**src/rtl/matrix_result_collector.sv**
```systemverilog
// matrix_result_collector: buffers one M*P result matrix from the accelerator and
// replays it row-major over a valid/ready port with row/col tags and a last marker.
module matrix_result_collector #(
    parameter int M          = 3,
    parameter int P          = 3,
    parameter int DATA_WIDTH = 8,
    localparam int N  = M * P,
    localparam int DW = 2 * DATA_WIDTH,
    localparam int PW = (N > 1) ? $clog2(N) : 1,
    localparam int RW = (M > 1) ? $clog2(M) : 1,
    localparam int CW = (P > 1) ? $clog2(P) : 1,
    localparam int NW = $clog2(N + 1)
) (
    input  logic          clk,
    input  logic          rst_n,
    input  logic          clear,
    input  logic [DW-1:0] result_in,
    input  logic          result_valid,
    input  logic          comp_done,
    output logic [DW-1:0] out_data,
    output logic [RW-1:0] out_row,
    output logic [CW-1:0] out_col,
    output logic          out_valid,
    input  logic          out_ready,
    output logic          out_last,
    output logic          buffer_full,
    output logic [NW-1:0] collect_count,
    output logic          short_err,
    output logic          overflow_err
);
    typedef enum logic [1:0] {IDLE, COLLECT, DRAIN} state_t;
    state_t        state_q, state_d;
    logic [DW-1:0] mem_q [N];
    logic [PW-1:0] wr_q, wr_d, rd_q, rd_d;
    logic [NW-1:0] cnt_q, cnt_d;
    logic [RW-1:0] row_q, row_d;
    logic [CW-1:0] col_q, col_d;
    logic          short_q, short_d, ovf_q, ovf_d, we;
    assign out_valid     = (state_q == DRAIN);
    assign buffer_full   = out_valid;
    assign out_data      = out_valid ? mem_q[rd_q] : '0;
    assign out_row       = row_q;
    assign out_col       = col_q;
    assign out_last      = out_valid && (NW'(rd_q) == cnt_q - NW'(1));
    assign collect_count = cnt_q;
    assign short_err     = short_q;
    assign overflow_err  = ovf_q;
    always_comb begin
        state_d = state_q;
        wr_d    = wr_q;
        rd_d    = rd_q;
        cnt_d   = cnt_q;
        row_d   = row_q;
        col_d   = col_q;
        short_d = short_q;
        ovf_d   = ovf_q;
        we      = 1'b0;
        if (clear) begin
            state_d = IDLE;
            wr_d    = '0;
            rd_d    = '0;
            cnt_d   = '0;
            row_d   = '0;
            col_d   = '0;
            short_d = 1'b0;
            ovf_d   = 1'b0;
        end else begin
            case (state_q)
                IDLE: if (result_valid) begin
                    we      = 1'b1;
                    wr_d    = PW'(1);
                    cnt_d   = NW'(1);
                    state_d = (N == 1) ? DRAIN : COLLECT;
                end
                COLLECT: begin
                    if (result_valid) begin
                        we    = 1'b1;
                        wr_d  = wr_q + PW'(1);
                        cnt_d = cnt_q + NW'(1);
                    end
                    // done is judged after this cycle's write has been counted
                    if (cnt_d == NW'(N)) state_d = DRAIN;
                    else if (comp_done) begin
                        short_d = 1'b1;
                        state_d = DRAIN;
                    end
                end
                DRAIN: begin
                    if (result_valid) ovf_d = 1'b1;
                    if (out_ready) begin
                        if (out_last) begin
                            state_d = IDLE;
                            wr_d    = '0;
                            rd_d    = '0;
                            cnt_d   = '0;
                            row_d   = '0;
                            col_d   = '0;
                        end else begin
                            rd_d  = rd_q + PW'(1);
                            col_d = (col_q == CW'(P - 1)) ? '0 : col_q + CW'(1);
                            row_d = (col_q == CW'(P - 1)) ? row_q + RW'(1) : row_q;
                        end
                    end
                end
                default: state_d = IDLE;
            endcase
        end
    end
    always_ff @(posedge clk or negedge rst_n) begin
        if (!rst_n) begin
            state_q <= IDLE;
            wr_q    <= '0;
            rd_q    <= '0;
            cnt_q   <= '0;
            row_q   <= '0;
            col_q   <= '0;
            short_q <= 1'b0;
            ovf_q   <= 1'b0;
        end else begin
            state_q <= state_d;
            wr_q    <= wr_d;
            rd_q    <= rd_d;
            cnt_q   <= cnt_d;
            row_q   <= row_d;
            col_q   <= col_d;
            short_q <= short_d;
            ovf_q   <= ovf_d;
        end
    end
    always_ff @(posedge clk) begin
        if (we) mem_q[wr_q] <= result_in;
    end
endmodule

```
**config.mk**
```make
export PLATFORM = sky130hd
export DESIGN_NAME = matrix_result_collector
export DESIGN_NICKNAME = d
export VERILOG_FILES = /design/src/rtl/matrix_result_collector.sv
export SDC_FILE = /design/constraint.sdc
export NUM_CORES = 1
export LEC_CHECK = 0
export ABC_AREA = 1
export BUFFER_PORTS_ARGS = -buffer_cell sky130_fd_sc_hd__buf_2
export CAP_MARGIN = 20
export CORE_ASPECT_RATIO = 1.25
export CORE_UTILIZATION = 40
export DETAILED_ROUTE_END_ITERATION = 16
export GPL_TIMING_DRIVEN = 0
export PLACE_DENSITY = 0.64
export SLEW_MARGIN = 25
export SYNTH_ARGS = -nofsm -noshare
export SYNTH_HDL_FRONTEND = slang
export SYNTH_SLANG_ARGS = --single-unit
```
**constraint.sdc**
```tcl
create_clock -name clk -period 3.77 [get_ports clk]
set_input_delay 0.1885 -clock clk [delete_from_list [all_inputs] [get_ports clk]]
set_output_delay 0.1885 -clock clk [all_outputs]
set_load 0.01 [all_outputs]
```
==> impl_results.md, run 1 <==
- Routed wire length: 18300 um
- Die Wd: 122 um
- Root Buffer: clkbuf_16
- Peak supply drop: 0.367 mV
- Initial antenna violation count: 1
- Maximum fanout along the worst path: 10
- Yosys top cell by area: edfxtp_1
- Top cells by count, synth: edfxtp_1, nand2_1, nand3_1, nor2_1, inv_1
- Synth Flop Type: edfxtp_1
- Gate count of the mapped netlist: 643
- Cts hold-fix bufs: 2
- Final setup margin: 0.977 ns
- DRT antenna net count: 0
- Cell Area, Placed: 7930 um2
- R2R cell count: 5
- Nets@finish: 764
- Worst path bufs/invs: 5
- Fraction of layout instances using a drive strength above 1: 19.4%
- Max cap viols: 0
- Pleak: 3.45 nW
- CTS Buffer Depth: 2
- Yosys warns: 0
- Clock slew at reported path FFs: 0.06 ns
- DR iter-0 viols: 473
- Pre-CTS WS: 1.38 ns
- Switching Share: 33.2%
- Post_cts resized: 0
- Reg2Reg Setup Slack: 1.38 ns
- FP Rows: 54
- Port Buffers: 48
- Seq pwr share: 39.8%
- Vias in the first global route: 5265
- Startpoint types: register
- Critical Path, Cell by Cell: inv_1, ha_1, buf_2, clkbuf_1, o211ai_1, inv_1, buf_2
- CP Data Required Time: 3.58 ns
- Total CTS buffers: 17
- Hold EP: overflow_err
- Largest net degree at the start of global routing: 21
- Gate power share: 27.6%
- Final RePlAce weighted congestion: 0.852
- Yosys reg bits: 164
- Syn Nets: 676
- # Post-CTS Setup Buffers: 0
- Power Density: 634 nW/um2
- Hold depth: 2
- Critical path capture point type: output port
- Top-count cell post-synth: edfxtp_1
- HP Start: clear
- Status: completed
- Worst Skew: 0.00960 ns
- Crit-path leading delay family: buffers and inverters
- RR Startpoint: state_q[1]
- Delay of the slowest cell on the worst path: 0.59 ns
- Final hold violations: 0
- Synth top area share: 60.1%
- Core Box Area: 17500 um2
- WP data arrival: 2.60 ns
- Clock Latency Late Sink: 0.44 ns
- Synthesized area per cell: 11.2 um2
- HPWL after DPL: 12200 um
- First-pass GRT wire length: 28900 um
- Psw: 1.80 mW
- Post-synth EDFFs: 144
- Internal power: 3.63 mW
- Slew headroom: 45.2%
- WHS: 0.0220 ns
- Die ar.: 18500 um2
- Post-synthesis sequential area ratio: 67.1%
- CTS tree: done
- Pre-Repair DR Iteration Count: 7
- Crit path time final: 2.79 ns
- Via count: 5286
- Fmax: 358 MHz
- Cell count along the critical path: 7
- Slowest cell on crit path: clkbuf_1
- Synth top area cells: edfxtp_1, dfrtp_1, nand2_1, nand3_1, nor2_1
- Ports: 51
- Vias/cell: 5.46
- RSZ-0062 raised after global routing: no
- Hold Crit Class: in2reg
- Final setup viols: 0
- Synth Cell Area: 7190 um2
- Period utilisation layout: 74.1%
- Post-route cell area: 8560 um2
- Worst setup path category: reg2out
- Die Height: 152 um
- Critical R2R Capture: mem_q[8][12]
- # clock sinks: 164
- GRT Residual Overflow: 0
- Starting Density: 41.1%
- Ys async rst share: 12.2%
- Worst slew pin tran: 0.822 ns
- Clock share of power: 32.7%
- Avg WL per Cell: 18.9 um
- Layout area overhead: 19.0%
- DR DRC count: 0
- GRT Util Overall: 21.1%
- Htree depth: 4
- Library cells used by synthesis: 34
- Max Slew Vio Count: 0
## cell usage in the layout, fill, tap and decap left out, types with 2 or more instances in the layout
cell type	count
dlygate4sd3_1	2
nor2_1	62
nor2_2	3
bufinv_16	3
clkbuf_1	11
inv_8	2
o21ai_0	44
nand4_1	11
dfrtp_1	20
a21oi_1	5
inv_6	3
nor3_2	8
buf_6	13
inv_1	45
nor3_1	2
o21ai_1	4
o22ai_1	21
ha_1	11
clkinvlp_4	2
buf_2	58
clkbuf_16	17
nand2_1	126
nand3_1	65
clkinv_4	3
buf_1	3
buf_4	16
xor2_1	4
edfxtp_1	144
nand2_2	3
inv_2	5
o211ai_1	16
## routing by layer
metal	vias up	GRT usage (%)	routed length (um)
met2	227	34.9	9320
li1	2431	-	-
met4	0	9.11	582
met3	43	5.07	1370
met1	2585	25.9	7030
met5	-	0	0
## through the flow
| stage | TNS, ns | cells | total power, mW | utilization, % |
|---|---|---|---|---|
| after global routing | 0 | 967 | 5.71 | 48.9 |
| final | 0 | 968 | 5.43 | 48.9 |
| after global placement | -12.22 | 915 | 3.60 | 44.1 |
| after detailed placement | 0 | 934 | 3.67 | 45.3 |
| after floorplan | 0 | 643 | 3.17 | - |
| after CTS | 0 | 967 | 5.44 | 48.9 |
## cell type report
| class | instances | area (um2) |
|---|---|---|
| diodes | 1 | 2.50 |
| plain buffers | 33 | 191 |
| clock buffers | 18 | 429 |
| clock inverters | 13 | 176 |
| fillers | 1513 | 8940 |
| inverters | 51 | 196 |
| multi-input cells | 395 | 2030 |
| flip-flops and latches | 164 | 4820 |
| well taps | 224 | 280 |
| repair buffers | 69 | 434 |
## state kept, by name, summed over array words and instances, names as in the netlist
signal / flops
out_col: 2
mem_q: 144
out_row: 2
state_q: 2
short_err: 1
wr_q: 4
collect_count: 4
rd_q: 4
overflow_err: 1
## power by group through the flow
stage / Sequential (mW) / Clock [mW] / Combinational [mW]
floorplan: 2.20 / 0 / 0.971
global placement: 2.19 / 0 / 1.41
detailed placement: 2.20 / 0 / 1.47
CTS: 2.16 / 1.79 / 1.49
global route: 2.17 / 1.87 / 1.67
finish: 2.16 / 1.77 / 1.50
## worst max path at each step
| stage | startpoint | end |
|---|---|---|
| 6_report | state_q[0] | out_data[8] |
| 5_1_grt | state_q[0] | out_data[11] |
| 4_1_cts | state_q[0] | out_data[8] |
| 3_5_place_dp | state_q[0] | out_data[8] |
| 3_3_place_gp | state_q[1] | mem_q[8][12] |
| 2_1_floorplan | wr_q[0] | mem_q[8][0] |
## kinds of logic (layout without fill, tap and decap cells)
logic type,Yosys count,in the layout,synth area share [%]
and+or+nand+nor,286,286,17.3
DFF,164,164,67.1
AOI/OAI and AO/OA,93,93,7.67
buffers and inverters,84,184,5.39
adders and majority gates,11,11,1.91
xor gates and xnor gates,5,5,0.609
other,0,1,0
Power figures use the tool's default switching activity.
==> run 2, diff against run 1 <==
==> constraint.sdc (replaced) <==
create_clock -name clk -period 2.9 [get_ports clk]
set_input_delay 0.145 -clock clk [delete_from_list [all_inputs] [get_ports clk]]
set_output_delay 0.145 -clock clk [all_outputs]
set_load 0.01 [all_outputs]
==> run 2 against run 1 <==
Global-route usage hardly changed. Critical path depth up 2. Routed wire length hardly changed. Sequential share of layout area down 0.45 points. Worst setup slack lost 0.70 ns. Worst hold slack got worse by 0.017 ns. Critical path type unchanged. Critical endpoint is now out_data[9].
==> impl_results.md, run 2 (same netlist as run 1, synthesis figures left out) <==
- Status: completed
- Post-route cell area: 8630 um2 (+0.80%)
- Initial antenna violation count: 0 (-1)
- Routed wire length: 18300 um (about the same)
- # Post-CTS Setup Buffers: 0 (unchanged)
- Final hold violations: 0 (unchanged)
- Pleak: 3.48 nW (+0.95%)
- Maximum fanout along the worst path: 10 (unchanged)
- Clock Latency Late Sink: 0.44 ns (about the same)
- Peak supply drop: 0.478 mV (+30%)
- Psw: 2.35 mW (+30%)
- Root Buffer: clkbuf_16
- Layout area overhead: 20.0%
- Pre-Repair DR Iteration Count: 5 (-2)
- Clock slew at reported path FFs: 0.07 ns (about the same)
- Core Box Area: 17500 um2 (unchanged)
- Number of diodes: 0 (-1)
- Largest net degree at the start of global routing: 21 (unchanged)
- Vias in the first global route: 5283 (+0.34%)
- HPWL after DPL: 12200 um (unchanged)
- DR DRC count: 0 (unchanged)
- Avg WL per Cell: 18.8 um (-0.71%)
- Seq pwr share: 39.7% (about the same)
- Port Buffers: 48 (unchanged)
- Die ar.: 18500 um2 (unchanged)
- WHS: 0.00457 ns (-0.0174 ns)
- Power Density: 820 nW/um2 (+29%)
- Tot Pwr: 7.07 mW (+30%)
- Fraction of layout instances using a drive strength above 1: 19.3% (-0.048 points)
- Starting Density: 41.1% (unchanged)
- Worst setup path category: reg2out
- Pre-CTS WS: 0.526 ns (-0.852 ns)
- Internal power: 4.73 mW (+30%)
- Worst Skew: 0.0124 ns (+0.00278 ns)
- Critical path capture point type: output port
- Htree depth: 4 (unchanged)
- Fill cell count: 1507 (-0.40%)
- Vias/cell: 5.44 (-0.35%)
- Max cap viols: 0 (unchanged)
- Startpoint types: register
- # clock sinks: 164 (unchanged)
- Area of the multi-input gates: 2030 um2 (unchanged)
- FP Rows: 54 (unchanged)
- Max Slew Vio Count: 0 (unchanged)
- Final setup viols: 0 (unchanged)
- Commonest non-fill, non-tap cells in the layout: edfxtp_1, nand2_1, nand3_1
- Final RePlAce weighted congestion: 0.852 (unchanged)
- CTS Buffer Depth: 2 (unchanged)
- Total CTS buffers: 17 (unchanged)
- Slew headroom: 44.5% (-0.74 points)
- DR iter-0 viols: 441 (-6.8%)
- Final setup margin: 0.280 ns (-0.697 ns)
- Die Height: 152 um (unchanged)
- DRT antenna net count: 0 (unchanged)
- CTS tree: done
- Leading cell type in the layout, fill and taps excluded: edfxtp_1
- Ports: 51 (unchanged)
- Crit path time final: 2.62 ns
- FF/Latch Area: 4820 um2 (unchanged)
- Via count: 5300 (+0.26%)
- Switching Share: 33.2% (about the same)
- Nets@finish: 771 (+0.92%)
- CP Data Required Time: 2.76 ns (-0.82 ns)
- RSZ-0062 raised after global routing: no
- Max reg flops: 144 (unchanged)
- First-pass GRT wire length: 29000 um (+0.24%)
- Largest register by flop count: mem_q
- Reg2Reg Setup Slack: 0.51 ns (-0.87 ns)
- Fmax: 382 MHz
- Clock share of power: 32.7% (about the same)
- GRT Residual Overflow: 0 (unchanged)
- Period utilisation layout: 90.3%
- GRT Util Overall: 21.1% (+0.032 points)
- Cell Area, Placed: 7930 um2 (unchanged)
- Gate power share: 27.6% (about the same)
- Hold Crit Class: in2reg
- WP data arrival: 2.48 ns (-0.12 ns)
- Die Wd: 122 um (unchanged)
- Utilization after layout: 49.3% (+0.39 points)
- Worst slew pin tran: 0.833 ns (+0.0111 ns)
-- run 2: changes by cell type in the layout (fill, tap and decap cells not counted) --
cell and change:
dlygate4sd3_1 +7, clkbuf_1 -1, clkbuf_2 +1, diode_2 -1
-- run 2: repair_timing --
action / 4_1_cts / 5_1_grt
endpoints found under the hold margin: 72 / 0
gates resized for setup: 0 / 2
endpoints found under the setup margin: 0 / 7
hold buffers: 9 / 0
-- run 2: power groups by stage --
stage | clock [mW] | combinational [mW] | sequential (mW)
finish | 2.31 | 1.95 | 2.81
global route | 2.43 | 2.18 | 2.82
CTS | 2.33 | 1.95 | 2.81
detailed placement | 0 | 1.91 | 2.86
global placement | 0 | 1.83 | 2.85
floorplan | 0 | 1.26 | 2.85
-- run 2: metal layers --
metal	up-vias	GRT usage [%]	wire, um
met5	-	0	0
met4	0	9.29	629
met3	51	4.95	1310
met2	238	34.9	9220
met1	2570	26.1	7130
li1	2441	-	-
-- run 2: path summary, 6_finish.rpt --
path	startpoint	endpoint	depth (start not counted)
max	rd_q[1]	out_data[9]	9
min	result_in[13]	mem_q[8][13]	1
max reg2reg	state_q[1]	mem_q[8][12]	5
min reg2reg	short_err	short_err	2
max in group asynchronous	rst_n	collect_count[2]	2
min in group asynchronous	rst_n	rd_q[2]	2
-- run 2: layout make-up --
type | count | area share, %
Clock buffer | 18 | 4.97
Timing Repair Buffer | 76 | 5.84
Inverter | 51 | 2.28
Tap cell | 224 | 3.25
Multi-Input combinational cell | 395 | 23.5
Sequential cell | 164 | 55.9
Buffer | 33 | 2.23
Clock inverter | 13 | 2.04
-- run 2: worst max-delay path, cell delays in order (launching register included) --
cell	delay (ns)
dfrtp_1	0.42
inv_2	0.20
clkbuf_1	0.51
o21ai_0	0.22
o22ai_1	0.18
nand2_1	0.09
nand3_1	0.11
o211ai_1	0.12
inv_1	0.08
buf_2	0.12
-- run 2: metrics by stage --
step	setup TNS [ns]	cells
global route	0	974
floorplan	0	643
global placement	-91.69	915
finish	0	974
detailed placement	0	934
CTS	0	974
